[config.mk]
export PLATFORM = sky130hd
export DESIGN_NAME = snd_cmd_mailbox
export DESIGN_NICKNAME = d
export VERILOG_FILES = /design/src/rtl/snd_cmd_pkg.sv /design/src/rtl/snd_cmd_fifo.sv /design/src/rtl/snd_cmd_mailbox.sv
export SDC_FILE = /design/constraint.sdc
export NUM_CORES = 1
export LEC_CHECK = 0
export BUFFER_PORTS_ARGS = -buffer_cell sky130_fd_sc_hd__buf_2
export CORE_MARGIN = 2
export CORE_UTILIZATION = 40
export CTS_BUF_LIST = sky130_fd_sc_hd__clkbuf_8
export CTS_CLUSTER_DIAMETER = 150
export DETAILED_ROUTE_END_ITERATION = 8
export PLACE_DENSITY_LB_ADDON = 0.25
export SLEW_MARGIN = 30
export SYNTH_ARGS = -nofsm -noshare
export SYNTH_HDL_FRONTEND = slang
export SYNTH_HIERARCHICAL = 1
export SYNTH_SLANG_ARGS = --single-unit
[constraint.sdc]
create_clock -name clk_49m -period 4.28 [get_ports clk_49m]
set_clock_uncertainty 0.15 [all_clocks]
set_input_delay 0.214 -clock clk_49m [delete_from_list [all_inputs] [get_ports clk_49m]]
set_output_delay 0.214 -clock clk_49m [all_outputs]
set_load 0.02 [all_outputs]
[src/rtl/snd_cmd_pkg.sv]
// Shared state type and parameter defaults for the sound-command mailbox.
package snd_cmd_pkg;

  typedef enum logic [1:0] {
    IDLE      = 2'd0,
    ASSERT    = 2'd1,
    WAIT_READ = 2'd2
  } snd_mbox_state_t;

  localparam int SND_IRQ_TIMEOUT_DEF = 4096;
  localparam int SND_FIFO_DEPTH_DEF  = 4;

endpackage

[src/rtl/snd_cmd_fifo.sv]
// Command FIFO for snd_cmd_mailbox, built only when SND_CMD_FIFO_EN is defined.
// data shows the head entry, or the last stored byte once the FIFO has drained.
`ifdef SND_CMD_FIFO_EN
module snd_cmd_fifo #(
  parameter int DEPTH = 4,
  parameter int W     = 8
) (
  input  logic         clk,
  input  logic         rst,
  input  logic         push,
  input  logic         pop,
  input  logic [W-1:0] wdata,
  output logic [W-1:0] data,
  output logic [3:0]   level,
  output logic         full,
  output logic         empty
);

  localparam int AW = $clog2(DEPTH);

  logic [W-1:0]  mem [DEPTH];
  logic [AW-1:0] rd_ptr;
  logic [AW-1:0] wr_ptr;
  logic [3:0]    count;
  logic [W-1:0]  last_q;
  logic          pop_ok;
  logic          push_ok;

  assign empty   = (count == 4'd0);
  assign full    = (count == 4'(DEPTH));
  assign pop_ok  = pop & ~empty;
  // A full FIFO still takes a push when the head leaves on the same edge.
  assign push_ok = push & (~full | pop_ok);

  always_ff @(posedge clk or posedge rst) begin
    if (rst) begin
      rd_ptr <= '0;
      wr_ptr <= '0;
      count  <= '0;
      last_q <= '0;
    end else begin
      if (pop_ok) rd_ptr <= rd_ptr + 1'b1;
      if (push_ok) begin
        wr_ptr <= wr_ptr + 1'b1;
        last_q <= wdata;
      end
      count <= count + 4'(push_ok) - 4'(pop_ok);
    end
  end

  always_ff @(posedge clk) begin
    if (push_ok) mem[wr_ptr] <= wdata;
  end

  assign data  = empty ? last_q : mem[rd_ptr];
  assign level = count;

endmodule
`endif

[src/rtl/snd_cmd_mailbox.sv]
// Main-CPU to sound-CPU command mailbox with interrupt sequencing and timeout.
// SND_CMD_FIFO_EN selects a FIFO_DEPTH-entry FIFO instead of the single board latch.
module snd_cmd_mailbox
  import snd_cmd_pkg::*;
#(
  parameter int IRQ_TIMEOUT = SND_IRQ_TIMEOUT_DEF,
  parameter int FIFO_DEPTH  = SND_FIFO_DEPTH_DEF
) (
  input  logic       clk_49m,
  input  logic       reset,
  input  logic       pause,
  input  logic [7:0] cmd_data,
  input  logic       cmd_wr,
  input  logic       snd_rd,
  input  logic       snd_irq_ack,
  output logic [7:0] snd_data,
  output logic       snd_irq_n,
  output logic       cmd_pending,
  output logic       overrun,
  output logic [3:0] fifo_level
);

  localparam logic [15:0] TMO_LAST = 16'(IRQ_TIMEOUT - 1);

  logic            cmd_wr_q;
  logic            snd_rd_q;
  logic            ack_q;
  logic            push;
  logic            pop;
  logic            ack;
  logic            full;
  snd_mbox_state_t state;
  snd_mbox_state_t state_nxt;
  logic [15:0]     tmo_cnt;
  logic            tmo_hit;

  always_ff @(posedge clk_49m or posedge reset) begin
    if (reset) begin
      cmd_wr_q <= 1'b0;
      snd_rd_q <= 1'b0;
      ack_q    <= 1'b0;
    end else begin
      cmd_wr_q <= cmd_wr;
      snd_rd_q <= snd_rd;
      ack_q    <= snd_irq_ack;
    end
  end

  assign push = cmd_wr & ~cmd_wr_q;
  assign pop  = ~snd_rd & snd_rd_q & cmd_pending;
  assign ack  = snd_irq_ack & ~ack_q;

`ifdef SND_CMD_FIFO_EN
  logic fifo_empty;

  snd_cmd_fifo #(
    .DEPTH (FIFO_DEPTH),
    .W     (8)
  ) u_fifo (
    .clk   (clk_49m),
    .rst   (reset),
    .push  (push),
    .pop   (pop),
    .wdata (cmd_data),
    .data  (snd_data),
    .level (fifo_level),
    .full  (full),
    .empty (fifo_empty)
  );

  assign cmd_pending = ~fifo_empty;
`else
  // Single board latch: FIFO_DEPTH does not size it.
  localparam int LATCH_DEPTH = 1 + 0 * FIFO_DEPTH;

  logic [7:0] latch_q;
  logic       full_q;

  always_ff @(posedge clk_49m or posedge reset) begin
    if (reset) begin
      latch_q <= 8'h00;
      full_q  <= 1'b0;
    end else if (push) begin
      latch_q <= cmd_data;
      full_q  <= 1'b1;
    end else if (pop) begin
      full_q  <= 1'b0;
    end
  end

  assign snd_data    = latch_q;
  assign fifo_level  = {3'b000, full_q};
  assign full        = (fifo_level == 4'(LATCH_DEPTH));
  assign cmd_pending = full_q;
`endif

  always_ff @(posedge clk_49m or posedge reset) begin
    if (reset) overrun <= 1'b0;
    else if (push & full & ~pop) overrun <= 1'b1;
  end

  always_ff @(posedge clk_49m or posedge reset) begin
    if (reset) state <= IDLE;
    else state <= state_nxt;
  end

  assign tmo_hit = (state == ASSERT) && !pause && (tmo_cnt == TMO_LAST);

  always_comb begin
    state_nxt = state;
    unique case (state)
      IDLE:      if (cmd_pending && !pause) state_nxt = ASSERT;
      // Polling drivers read without acknowledging, so a pop also ends ASSERT.
      ASSERT: begin
        if (pop)          state_nxt = IDLE;
        else if (ack)     state_nxt = WAIT_READ;
        else if (tmo_hit) state_nxt = IDLE;
      end
      WAIT_READ: if (pop) state_nxt = IDLE;
      default:   state_nxt = IDLE;
    endcase
  end

  always_ff @(posedge clk_49m or posedge reset) begin
    if (reset) tmo_cnt <= '0;
    else if (state == IDLE && state_nxt == ASSERT) tmo_cnt <= '0;
    else if (state == ASSERT && !pause) tmo_cnt <= tmo_cnt + 16'd1;
  end

  always_comb begin
    snd_irq_n = (state != ASSERT);
  end

endmodule

==> run summary <==
The worst slew margin relative to its limit is roughly 65%. The number of flops mapped to enable cells by yosys came out at 0. The number of DRC violations after detailed-routing iteration 0 is 61. The internal power is just over 0.0006 W.

The final wirelength is a little under 3000 µm. The flip-flop and latch count after synthesis came out at 31. The routed wirelength normalized by instance count is around 13 µm. Of the total power, the clock network draws 40.2%.

The leftover overflow at the end of global routing is 0. Once the floorplan was initialized, standard cells occupied approximately 42% of the core. The worst setup path is captured at a flop.

The final-stage net count is 201. For the finished layout, the period the worst path requires is ~2 ns. The floorplan step set the die width to 64.1 µm. The via count of the first global-routing pass is ~1,100. The fraction of power spent switching nets came out at 27.6%. The sequential fraction of design power is approximately two fifths. Setup violations remaining at the end of the flow were counted as 0. The final max-slew violation count came to 0. The hold path depth came out at 4. The number of hold-slack violations in the final timing report is 0. The filler cell count in the final layout came out at roughly 310. Gates resized during post-CTS repair numbered 0. The placer's final routability congestion estimate is 0.795. The height of the die is 64.1 µm.

The data required time at the worst endpoint is roughly 4.3 ns. Setup repair after global routing left no endpoint under its margin. For the worst flop-to-flop path, the logic depth is 4. The first detailed-routing pass took 4 iterations. The worst path uses a little under half of the clock period. The combinational group share of total power came out at between 10% and 20%. The worst setup path is of the reg2reg kind. The H-tree depth reported by CTS is 2. The number of port buffers came out at 25. Cells with a size suffix above 1 make up 21.4% of the layout. The hold slack came out at ~0.18 ns. The pin slew with the least headroom to its limit is 0.523 ns. The arrival time at the worst endpoint is approximately 2 ns. The number of warnings reported in the yosys synthesis log is 6. In the final timing run, aggregate negative setup slack is 0 ns.

Of the synthesized area, sequential elements account for between 50% and 60%. In this run, CTS created clock tree buffers numbering 5. The path category of the worst min-delay check is in2reg.

The initialized floorplan defines 21 standard-cell rows. For this design the static power due to leakage is just under 0.9 nW. For this design the ratio of total power to cell area is ~460 nW/µm².

The half-perimeter wire length after detailed placement came out at about 1900 µm. For this design, the sink count on the clock tree is 31. STA classifies the critical path startpoint as a flop. The maximum fanout encountered on the critical timing path came out at 7. The number of inserted diodes is 0.

The residual antenna-violating net count after detailed routing came out at 0. The netlist area before placement came out at between 1000 and 1500 µm². The total track usage is between 15 and 20%. The unique cell type count in the Yosys netlist came out at 37. The number of antenna violations at the first check in global routing is 0.

The area overhead of the layout relative to synthesis came out at 29.0%. The cell at the root of the clock tree is sky130_fd_sc_hd__clkbuf_8. The area of the die came out at ~4100 µm². The worst voltage drop across the vdd grid came out at between 0.0002 and 0.00025 V. The max capacitance violation total is 0. Entering global routing, the biggest net connects 32 pins.

The maximum count of clock buffers along a single path is 2. The area inside the core boundary is between 3000 and 4000 µm². The fraction of registers with async set/reset is 100%. After technology mapping, the gate count stands at 146. The setup slack on the worst flop-to-flop path came out at between 2 and 2.5 ns. The total via count after detailed routing is between 1,000 and 1,500. The clock-pin slew reported for the worst setup and hold paths after clock tree synthesis came out at 0.07 ns. The global-route wire length before repair came out at about 5300 µm. At the end of the flow the core is filled with cells to 54.6%.

For this design the top-level I/O count stands at 29. The switching component of the power came out at approximately 0.00024 W. The synthesized area per cell is around 9.9 µm². The source-to-sink clock delay at the later pin of the worst-skew pair is about 0.29 ns. TritonCTS built the clock tree. The flow ran to the end, and the final reports show no timing, DRC or antenna violations. After detailed routing, the number of remaining DRC violations is 0.

Among all flip-flop cells after synthesis, the most frequent one is sky130_fd_sc_hd__dfrtp_1. In the routed layout, each cell is associated on average with a via count of around 4.9. For this run, the top clock speed supported by timing is between 500 and 600 MHz.
-- cells by family after synthesis --
| family | share of synthesized area [%] |
|---|---|
| muxes | 2.86 |
| adders and majority gates | 0.866 |
| DFF | 53.7 |
| AOI/OAI and AO/OA | 5.89 |
| xor gates and xnor gates | 5.45 |
| other | 0.259 |
| buffers and inverters | 4.67 |
| and+or+nand+nor | 26.3 |
-- through the flow --
stage | setup WS [ns] | total power, W | area, µm² | std cells
finish | 2.30 | 0.000856 | 1860 | 233
CTS | 2.30 | 0.000860 | 1860 | 233
floorplan | 2.44 | 0.000461 | 1450 | 148
global placement | 2.39 | 0.000503 | 1610 | 213
detailed placement | 2.32 | 0.000509 | 1610 | 213
global route | 2.19 | 0.000894 | 1860 | 233
-- flip-flops by register name, indices dropped and copies added (netlist names) --
register / count
ack_q: 1
overrun: 1
cmd_wr_q: 1
cmd_pending: 1
tmo_cnt: 16
snd_data: 8
state: 2
snd_rd_q: 1
-- power groups by stage --
stage / logic, W / clock network [W] / registers (W)
final: 0.000155 / 0.000344 / 0.000358
after global placement: 0.000144 / 0 / 0.000359
after global routing: 0.000171 / 0.000360 / 0.000362
after detailed placement: 0.000148 / 0 / 0.000362
after CTS: 0.000156 / 0.000347 / 0.000358
after floorplan: 0.0000939 / 0 / 0.000367
-- final timing paths --
path                                           from                 endpoint
worst min-delay path                          pause       state[0]$_DFF_PP0_
worst min register to register  overrun$_DFFE_PP0P_      overrun$_DFFE_PP0P_
worst max-delay path             state[1]$_DFF_PP0_  tmo_cnt[14]$_DFFE_PP0P_
min in group asynchronous                     reset  snd_data[6]$_DFFE_PP0P_
worst max register to register   state[1]$_DFF_PP0_  tmo_cnt[14]$_DFFE_PP0P_
max in group asynchronous                     reset  tmo_cnt[11]$_DFFE_PP0P_
-- synth_stat cells, drive strengths merged, types with 2 or more instances --
library cell	count	area share, %
nand4	3	1.3
a31oi	3	1.3
a21oi	2	0.69
nand3	2	0.69
nor2b	2	0.87
dfrtp	31	54
inv	6	1.6
nand2b	3	1.3
xnor2	5	3.0
buf	4	2.1
clkbuf	4	1.0
or4	2	1.3
mux2i	3	2.1
nor2	13	3.4
o21ai	3	1.0
xor2	4	2.4
nand2	36	9.4
and4	2	1.2
nor4	2	1.3
-- area by class of cell --
cell class              instances  area, µm²  share of cell area [%]
clock inverters                 3       63.8                    3.42
clock buffers                   5       68.8                    3.69
inverters                       6       22.5                    1.21
repair buffers                 39        260                    14.0
flip-flops and latches         31        776                    41.6
well taps                      46       57.6                    3.09
multi-input cells             103        616                    33.0
-- routing by layer --
metal | GRT usage, % | up-vias | wire (µm)
met5 | 0 | - | 0
met4 | 8.78 | 0 | 67
met3 | 5.46 | 8 | 157
met2 | 25.7 | 31 | 1370
met1 | 21.6 | 535 | 1390
li1 | - | 561 | -
-- cells in the final DEF (no fill, tap or decap), types with 3 or more instances in the layout --
master / n
sky130_fd_sc_hd__mux2i_1: 3
sky130_fd_sc_hd__a31oi_1: 3
sky130_fd_sc_hd__xor2_1: 4
sky130_fd_sc_hd__nand2_1: 36
sky130_fd_sc_hd__buf_2: 25
sky130_fd_sc_hd__o21ai_0: 3
sky130_fd_sc_hd__dlygate4sd3_1: 12
sky130_fd_sc_hd__clkbuf_8: 5
sky130_fd_sc_hd__dfrtp_1: 31
sky130_fd_sc_hd__nand2b_1: 3
sky130_fd_sc_hd__conb_1: 3
sky130_fd_sc_hd__nand4_1: 3
sky130_fd_sc_hd__inv_1: 7
sky130_fd_sc_hd__nor2_1: 13
sky130_fd_sc_hd__xnor2_1: 5
-- worst max-delay path, cell delays in order, from the launching register on --
cell,delay [ns]
sky130_fd_sc_hd__dfrtp_1,0.46
sky130_fd_sc_hd__nand4bb_4,0.26
sky130_fd_sc_hd__or4_4,0.57
sky130_fd_sc_hd__or3_1,0.32
sky130_fd_sc_hd__a21oi_1,0.14
-- repair_timing --
| item | CTS | global route |
|---|---|---|
| buffers inserted | 0 | 0 |
| hold buffers | 12 | 0 |
| endpoints found under the hold margin | 42 | 0 |
Note: power is estimated with default switching activity, not from simulation.
